`config.mk`:
```
export PLATFORM = sky130hd
export DESIGN_NAME = mips_bus_arbiter
export DESIGN_NICKNAME = d
export VERILOG_FILES = /design/src/rtl/mips_bus_arbiter.sv
export SDC_FILE = /design/constraint.sdc
export NUM_CORES = 1
export LEC_CHECK = 0
export CORE_AREA = 2 2 135 137
export DETAILED_ROUTE_END_ITERATION = 16
export DIE_AREA = 0 0 137 139
export GPL_TIMING_DRIVEN = 0
export PLACE_DENSITY = 0.67
export SETUP_SLACK_MARGIN = 0.4
export SKIP_CTS_REPAIR_TIMING = 1
export SLEW_MARGIN = 15
export SYNTH_ARGS = -nofsm -noshare
export SYNTH_HDL_FRONTEND = slang
export SYNTH_SLANG_ARGS = --single-unit
```
`constraint.sdc`:
```
create_clock -name clk -period 6.35 [get_ports clk]
set_clock_uncertainty 0.05 [all_clocks]
set_input_delay 1.27 -clock clk [delete_from_list [all_inputs] [get_ports clk]]
set_output_delay 1.27 -clock clk [all_outputs]
set_load 0.02 [all_outputs]
```
`src/rtl/mips_bus_arbiter.sv`:
```
// Two-master Avalon-MM arbiter sharing the MIPS memory port; whole-transaction grants.
// Latency: request in ARB -> slave strobe next cycle; zero-wait access takes 2 cycles.
// Backpressure: owner sees slave waitrequest, the other master is held with waitrequest=1.
// Optional: define MIPS_ARB_ROUND_ROBIN_EN for round-robin ties (default: m0 always wins ties).
module mips_bus_arbiter #(
    parameter int DATA_W = 32,
    parameter int ADDR_W = 32,
    parameter int CNT_W  = 16
) (
    input  logic                clk,
    input  logic                reset,
    input  logic [ADDR_W-1:0]   m0_address,
    input  logic                m0_read,
    input  logic                m0_write,
    input  logic [DATA_W-1:0]   m0_writedata,
    input  logic [DATA_W/8-1:0] m0_byteenable,
    output logic                m0_waitrequest,
    output logic [DATA_W-1:0]   m0_readdata,
    input  logic [ADDR_W-1:0]   m1_address,
    input  logic                m1_read,
    input  logic                m1_write,
    input  logic [DATA_W-1:0]   m1_writedata,
    input  logic [DATA_W/8-1:0] m1_byteenable,
    output logic                m1_waitrequest,
    output logic [DATA_W-1:0]   m1_readdata,
    output logic [ADDR_W-1:0]   s_address,
    output logic                s_read,
    output logic                s_write,
    output logic [DATA_W-1:0]   s_writedata,
    output logic [DATA_W/8-1:0] s_byteenable,
    input  logic                s_waitrequest,
    input  logic [DATA_W-1:0]   s_readdata,
    output logic [1:0]          grant,
    output logic [CNT_W-1:0]    m0_count,
    output logic [CNT_W-1:0]    m1_count
);

    localparam logic [1:0] ST_ARB  = 2'd0;
    localparam logic [1:0] ST_OWN0 = 2'd1;
    localparam logic [1:0] ST_OWN1 = 2'd2;

    logic [1:0] state;
    logic [1:0] state_nxt;
    logic       last;       // master that completed most recently (1 = m1)
    logic       req0;
    logic       req1;
    logic       done0;
    logic       done1;
    logic       tie_to_m1;

    assign req0  = m0_read | m0_write;
    assign req1  = m1_read | m1_write;
    assign done0 = (state == ST_OWN0) & req0 & ~s_waitrequest;
    assign done1 = (state == ST_OWN1) & req1 & ~s_waitrequest;

`ifdef MIPS_ARB_ROUND_ROBIN_EN
    // Give the tie to whichever master was not served last.
    assign tie_to_m1 = ~last;
`else
    // Fixed priority: the CPU always wins; last is tracked but not consulted.
    logic unused_last;
    assign tie_to_m1   = 1'b0;
    assign unused_last = last;
`endif

    // Next-state selection: arbitrate in ARB, release on completion or abandoned request.
    always_comb begin
        state_nxt = state;
        case (state)
            ST_ARB: begin
                if (req0 && req1)
                    state_nxt = tie_to_m1 ? ST_OWN1 : ST_OWN0;
                else if (req0)
                    state_nxt = ST_OWN0;
                else if (req1)
                    state_nxt = ST_OWN1;
                else
                    state_nxt = ST_ARB;
            end
            ST_OWN0: if (!req0 || !s_waitrequest) state_nxt = ST_ARB;
            ST_OWN1: if (!req1 || !s_waitrequest) state_nxt = ST_ARB;
            default: state_nxt = ST_ARB;
        endcase
    end

    // State, last-served flag and completion counters.
    always_ff @(posedge clk) begin
        if (reset) begin
            state    <= ST_ARB;
            last     <= 1'b1;
            m0_count <= '0;
            m1_count <= '0;
        end else begin
            state <= state_nxt;
            if (done0) begin
                m0_count <= m0_count + CNT_W'(1);
                last     <= 1'b0;
            end
            if (done1) begin
                m1_count <= m1_count + CNT_W'(1);
                last     <= 1'b1;
            end
        end
    end

    // Combinational routing: owner passes straight through, everyone else is stalled.
    always_comb begin
        s_address      = '0;
        s_read         = 1'b0;
        s_write        = 1'b0;
        s_writedata    = '0;
        s_byteenable   = '0;
        m0_waitrequest = 1'b1;
        m1_waitrequest = 1'b1;
        m0_readdata    = '0;
        m1_readdata    = '0;
        grant          = 2'b00;
        case (state)
            ST_OWN0: begin
                s_address      = m0_address;
                s_read         = m0_read;
                s_write        = m0_write;
                s_writedata    = m0_writedata;
                s_byteenable   = m0_byteenable;
                m0_waitrequest = s_waitrequest;
                m0_readdata    = s_readdata;
                grant          = 2'b01;
            end
            ST_OWN1: begin
                s_address      = m1_address;
                s_read         = m1_read;
                s_write        = m1_write;
                s_writedata    = m1_writedata;
                s_byteenable   = m1_byteenable;
                m1_waitrequest = s_waitrequest;
                m1_readdata    = s_readdata;
                grant          = 2'b10;
            end
            default: ;
        endcase
    end

endmodule

```
==> flow_summary.toml, run 1 <==
[run_status]
status = "finished, final reports clean"

[route]
routed_wl_um = 17900
vias = 4461
firstDrtPassIters = 4
ant_nets = 0
drcViolationCount = 0
avgViaCountPerCell = 4.42
drt_iter0_markers = 204
routedWlPerCell_um = 17.8

[grt]
grt_pass1_wl_um = 26500
grt_busiest_layer = "met2"
grt-ovfl-total = 0
met2_usage = 0.325
gr-usage-all-layers = 0.181
grtUsageMet1 = 0.202
grt_pass1_vias = 4590
antenna_found_initial = 1
grt_max_degree = 12
grt_use_met3 = 0.0687

[critical_path]
arrival_ns = 3.07
reg2reg_depth = 8
critPathSlowestCell = "clkdlybuf4s50_1"
worstSetupStartpointType = "register"
worst-setup-path-type = "reg2out"
cp_max_fo = 10
path_delay_family = "buffers and inverters"
crit_top_cell = "clkbuf_1"
critical_path_depth = 7
critPathMaxStageDelay_ns = 0.67
critPathCaptureType = "output pin"
crit_chain = "inv_1 -> ha_1 -> clkbuf_1 -> clkbuf_1 -> a22oi_1 -> nor2b_1 -> clkdlybuf4s50_1"
worstPathRequired_ns = 5.03
crit_buf_inv = 4

[power]
intPower_uw = 591
p_leak_nw = 2.22
total_power_uw = 863
p_clk_frac = 0.282
seq_power_share = 0.251
p_sw_uw = 272
p_comb_frac = 0.467
powerDensity_nw_per_um2 = 123
ir_worst_vdd_mv = 0.151
switching_share = 0.315

[cts]
cts_buffers = 5
clk_latency_ns = 0.28
root_buffer = "clkbuf_16"
cts_sinks = 34
cts_tree = "done"
htreeDepth = 2
cts.path.max_buffers = 2
path_clk_slew_ns = 0.06

[sta]
slew_headroom = 0.541
setup_viol_count_final = 0
fin_crit_sh = 0.691
final_hold_viol_count = 0
worst_pin_slew_ns = 0.686
fmax_mhz = 228
fin_tns_setup_ns = 0
fin_ws_ns = 1.96
layout_min_cycle_time_ns = 4.39
rsz0062_at_grt = "false"
slew_violations = 0

[place]
portBuffers = 343
dp_cells = 1001
gp_congestion = 0.861
post-place-ws_ns = 2.14
hpwl_um = 15300

[floorplan]
rows = 49
die_area_um2 = 19000
die_y_um = 139
ioPinCount = 345
initial_core_util = 0.178
core_area_um2 = 17700
die_w_um = 137

[worst_hold_path]
min_path_cells = 2
hp-class = "reg2reg"

[final_layout]
drive_gt1_frac = 0.0205
area_growth_pct = 123
final_nets = 961
diodes = 0
final_cells = 1009

[yosys]
ys_seq_area_frac = 0.216
ys_ff_latch = 34
yosys.cell_types.count = 33
yosys_warnings = 0
synthFlopType = "dfxtp_1"
syn_nets = 611
synth_edf_count = 0
synth_area_um2 = 3150
netlist_instances = 429
synth_area_per_cell_um2 = 7.33
async_flop_share = 0

[flow_run]
maxCapViolations = 0
worst paths after layout:
path | end | startpoint | slack, ns
worst max-delay path | s_writedata[0] | state[0] | 1.96
worst min-delay path | m0_count[15] | m0_count[15] | 0.43
worst max register to register | m1_count[14] | state[0] | 4.07
worst min register to register | m0_count[15] | m0_count[15] | 0.43
final cells by class:
| class | count | area (um^2) |
|---|---|---|
| Fill cell | 1837 | 10600 |
| Timing Repair Buffer | 343 | 3430 |
| Multi-Input combinational cell | 349 | 2280 |
| Sequential cell | 34 | 681 |
| Tap cell | 229 | 287 |
| Buffer | 39 | 163 |
| Clock buffer | 6 | 139 |
| Inverter | 7 | 26.3 |
| Clock inverter | 2 | 12.5 |
stage by stage:
stage,instance area [um^2],utilization,hold WS (ns)
finish,7020,0.397,0.427
global route,7020,0.397,0.454
CTS,7020,0.397,0.432
detailed placement,6870,0.389,0.423
global placement,6870,0.389,0.415
floorplan,3150,-,0.468
kinds of logic after synthesis:
logic type      share of synthesized area
fa+ha+maj                          0.0278
flops                               0.216
xor+xnor                           0.0362
compound gates                      0.241
mux                               0.00676
buf+inv                            0.0601
simple gates                        0.411
registers in the layout (all words and copies together), names as in the netlist:
name      flops
m0_count     16
m1_count     16
state         2
cells in the final DEF, fill, tap and decap left out, drive strengths merged, types with 2 or more instances in the layout:
master,netlist,routed
dfxtp,34,34
xnor2,13,13
or3,11,11
a22oi,70,70
buf,7,7
and2,64,64
clkbuf,32,38
nand4,7,7
inv,7,7
o21ai,11,11
nand3,7,7
o31ai,9,9
nand2,10,10
or2,2,2
a21oi,19,19
nor2,19,19
nor4,5,5
nor4b,2,2
nand2b,4,4
or4,9,9
clkdlybuf4s50,0,343
ha,7,7
nor3,3,3
and4,2,2
nor2b,70,70
cell usage after synthesis, types with 4 or more instances:
cell | count | area share
a22oi_1 | 70 | 0.17
nor2b_1 | 70 | 0.14
and2_1 | 64 | 0.13
dfxtp_1 | 34 | 0.22
clkbuf_1 | 31 | 0.037
a21oi_1 | 19 | 0.030
nor2_1 | 19 | 0.023
xnor2_1 | 13 | 0.036
nand2_1 | 10 | 0.012
o21ai_0 | 10 | 0.016
or3_1 | 10 | 0.020
o31ai_1 | 9 | 0.021
or4_1 | 9 | 0.021
ha_1 | 7 | 0.028
inv_1 | 7 | 0.0084
nand3_1 | 7 | 0.011
nand4_1 | 7 | 0.014
buf_1 | 5 | 0.0060
nor4_1 | 5 | 0.0099
nand2b_1 | 4 | 0.0080
metal layers:
metal | part of all wire | vias up | routed length, um
li1 | - | 2222 | -
met1 | 0.38 | 2050 | 6870
met2 | 0.51 | 168 | 9150
met3 | 0.093 | 19 | 1660
met4 | 0.013 | 2 | 241
met5 | 0.00072 | - | 13
tightest hold or removal path, delay by kind of cell (launching register included):
family	cells	cell delay, ns
AOI/OAI and AO/OA	2	0.11
DFF	1	0.31
power by group through the flow:
stage          Combinational (mW)  Sequential, mW  Clock (mW)
2_1_floorplan               0.167           0.222           0
3_3_place_gp                0.404           0.222           0
3_5_place_dp                0.404           0.221           0
4_1_cts                     0.407           0.217       0.251
5_1_grt                     0.431           0.217       0.259
6_report                    0.403           0.217       0.243
Note: power is estimated with default switching activity, not from simulation.
==> run 2: changes to the inputs <==
Clock period 6.35 ns to 4.25 ns, I/O delays scaled along.
==> flow_summary.toml, run 2 (synthesized netlist as in run 1, its figures left out) <==
[run_status]
status = "finished, final reports clean"

[floorplan]
die_w_um = 137
core_area_um2 = 17700
initial_core_util = 0.178
ioPinCount = 345
die_y_um = 139
die_area_um2 = 19000
rows = 49

[final_layout]
diodes = 0
drive_gt1_frac = 0.0282
final_nets = 961
utilization = 0.398
final_common_cell = "clkdlybuf4s50_1"
final_cells = 1009
largest_registers = "m0_count: 16 flops, m1_count: 16 flops, state: 2 flops"
layout_common_cells = "343 x clkdlybuf4s50_1, 70 x a22oi_1, 70 x nor2b_1, 64 x and2_1, 34 x dfxtp_1"
area_growth_pct = 123

[critical_path]
cp_max_fo = 10
critPathCaptureType = "output pin"
worstPathRequired_ns = 3.35
reg2reg_depth = 8
regToRegEndpoint = "m1_count[14]"
reg2reg_slack_ns = 1.96
path_delay_family = "buffers and inverters"
worstSetupStartpointType = "register"
worst-setup-path-type = "reg2out"
critPathSlowestCell = "clkdlybuf4s50_1"
reg2reg_from = "state[0]"
crit_buf_inv = 4
crit_chain = "inv_1 -> ha_1 -> clkbuf_2 -> clkbuf_1 -> a22oi_1 -> nor2b_1 -> clkdlybuf4s50_1"
arrival_ns = 2.77
critPathMaxStageDelay_ns = 0.62

[power]
powerDensity_nw_per_um2 = 184
p_leak_nw = 2.24
total_power_mw = 1.29
ir_worst_vdd_mv = 0.226

[route]
routed_wl_um = 18000
drt_iter0_markers = 199
drcViolationCount = 0
routedWlPerCell_um = 17.8
avgViaCountPerCell = 4.43
vias = 4466
ant_nets = 0
firstDrtPassIters = 4

[worst_hold_path]
min_to = "m0_count[15]"
min_path_cells = 2
hp-class = "reg2reg"
worstHoldStart = "m0_count[15]"

[sta]
fin_crit_sh = 0.863
hold_slack_ns = 0.427
final_hold_viol_count = 0
fin_tns_setup_ns = 0
fmax_mhz = 273
setup_viol_count_final = 0
slew_headroom = 0.541
slew_violations = 0
rsz0062_at_grt = "true"
worst_pin_slew_ns = 0.686
layout_min_cycle_time_ns = 3.67

[grt]
gr-usage-all-layers = 0.181
grt_pass1_wl_um = 26500
antenna_found_initial = 1
grt_max_degree = 12
grt_pass1_vias = 4590
grt-ovfl-total = 0

[cts]
cts_tree = "done"
clk_latency_ns = 0.28
cts.path.max_buffers = 2
cts_sinks = 34
cts_buffers = 5
htreeDepth = 2
root_buffer = "clkbuf_16"
path_clk_slew_ns = 0.06

[place]
dp_cells = 1001
portBuffers = 343
gp_congestion = 0.861
hpwl_um = 15300

[flow_run]
maxCapViolations = 0
run 2: worst max-delay path by stage:
stage	slack, ns	start	endpoint	depth (start not counted)
2_1_floorplan	1.72	state[0]	s_address[0]	6
4_1_cts	0.14	state[1]	s_writedata[24]	7
3_3_place_gp	0.47	state[0]	s_writedata[0]	7
6_report	0.58	state[0]	s_address[17]	7
3_5_place_dp	0.46	state[1]	s_writedata[24]	7
5_1_grt	0.34	state[0]	s_address[30]	7
run 2: final cells by class:
| type | count | area (um^2) |
|---|---|---|
| Clock inverter | 2 | 12.5 |
| Sequential cell | 34 | 681 |
| Multi-Input combinational cell | 349 | 2280 |
| Tap cell | 229 | 287 |
| Buffer | 39 | 170 |
| Clock buffer | 6 | 139 |
| Inverter | 7 | 26.3 |
| Timing Repair Buffer | 343 | 3430 |
| Fill cell | 1835 | 10600 |
run 2: through the flow:
step / instance area (um^2) / setup slack (ns)
6_report: 7020 / 0.584
5_1_grt: 7020 / 0.343
4_1_cts: 7020 / 0.140
3_5_place_dp: 6870 / 0.459
3_3_place_gp: 6870 / 0.466
2_1_floorplan: 3150 / 1.72
run 2: worst min-delay path, delay by kind of cell, from the launching register on:
family	cells	cell delay (ns)
compound gates	2	0.11
flops	1	0.31
run 2: per-layer routing:
| metal | global-route usage | vias to the layer above | wire [um] |
|---|---|---|---|
| met1 | 0.202 | 2057 | 6910 |
| met3 | 0.0687 | 19 | 1630 |
| met2 | 0.325 | 166 | 9160 |
| met5 | 0 | - | 13 |
| li1 | - | 2222 | - |
| met4 | 0.0320 | 2 | 241 |
run 2: where the power goes:
part / leakage, nW / internal [mW] / total, mW / switching (mW)
Clock: 0.0729 / 0.232 / 0.363 / 0.131
Sequential: 0.274 / 0.322 / 0.324 / 0.00270
Combinational: 1.89 / 0.331 / 0.604 / 0.272
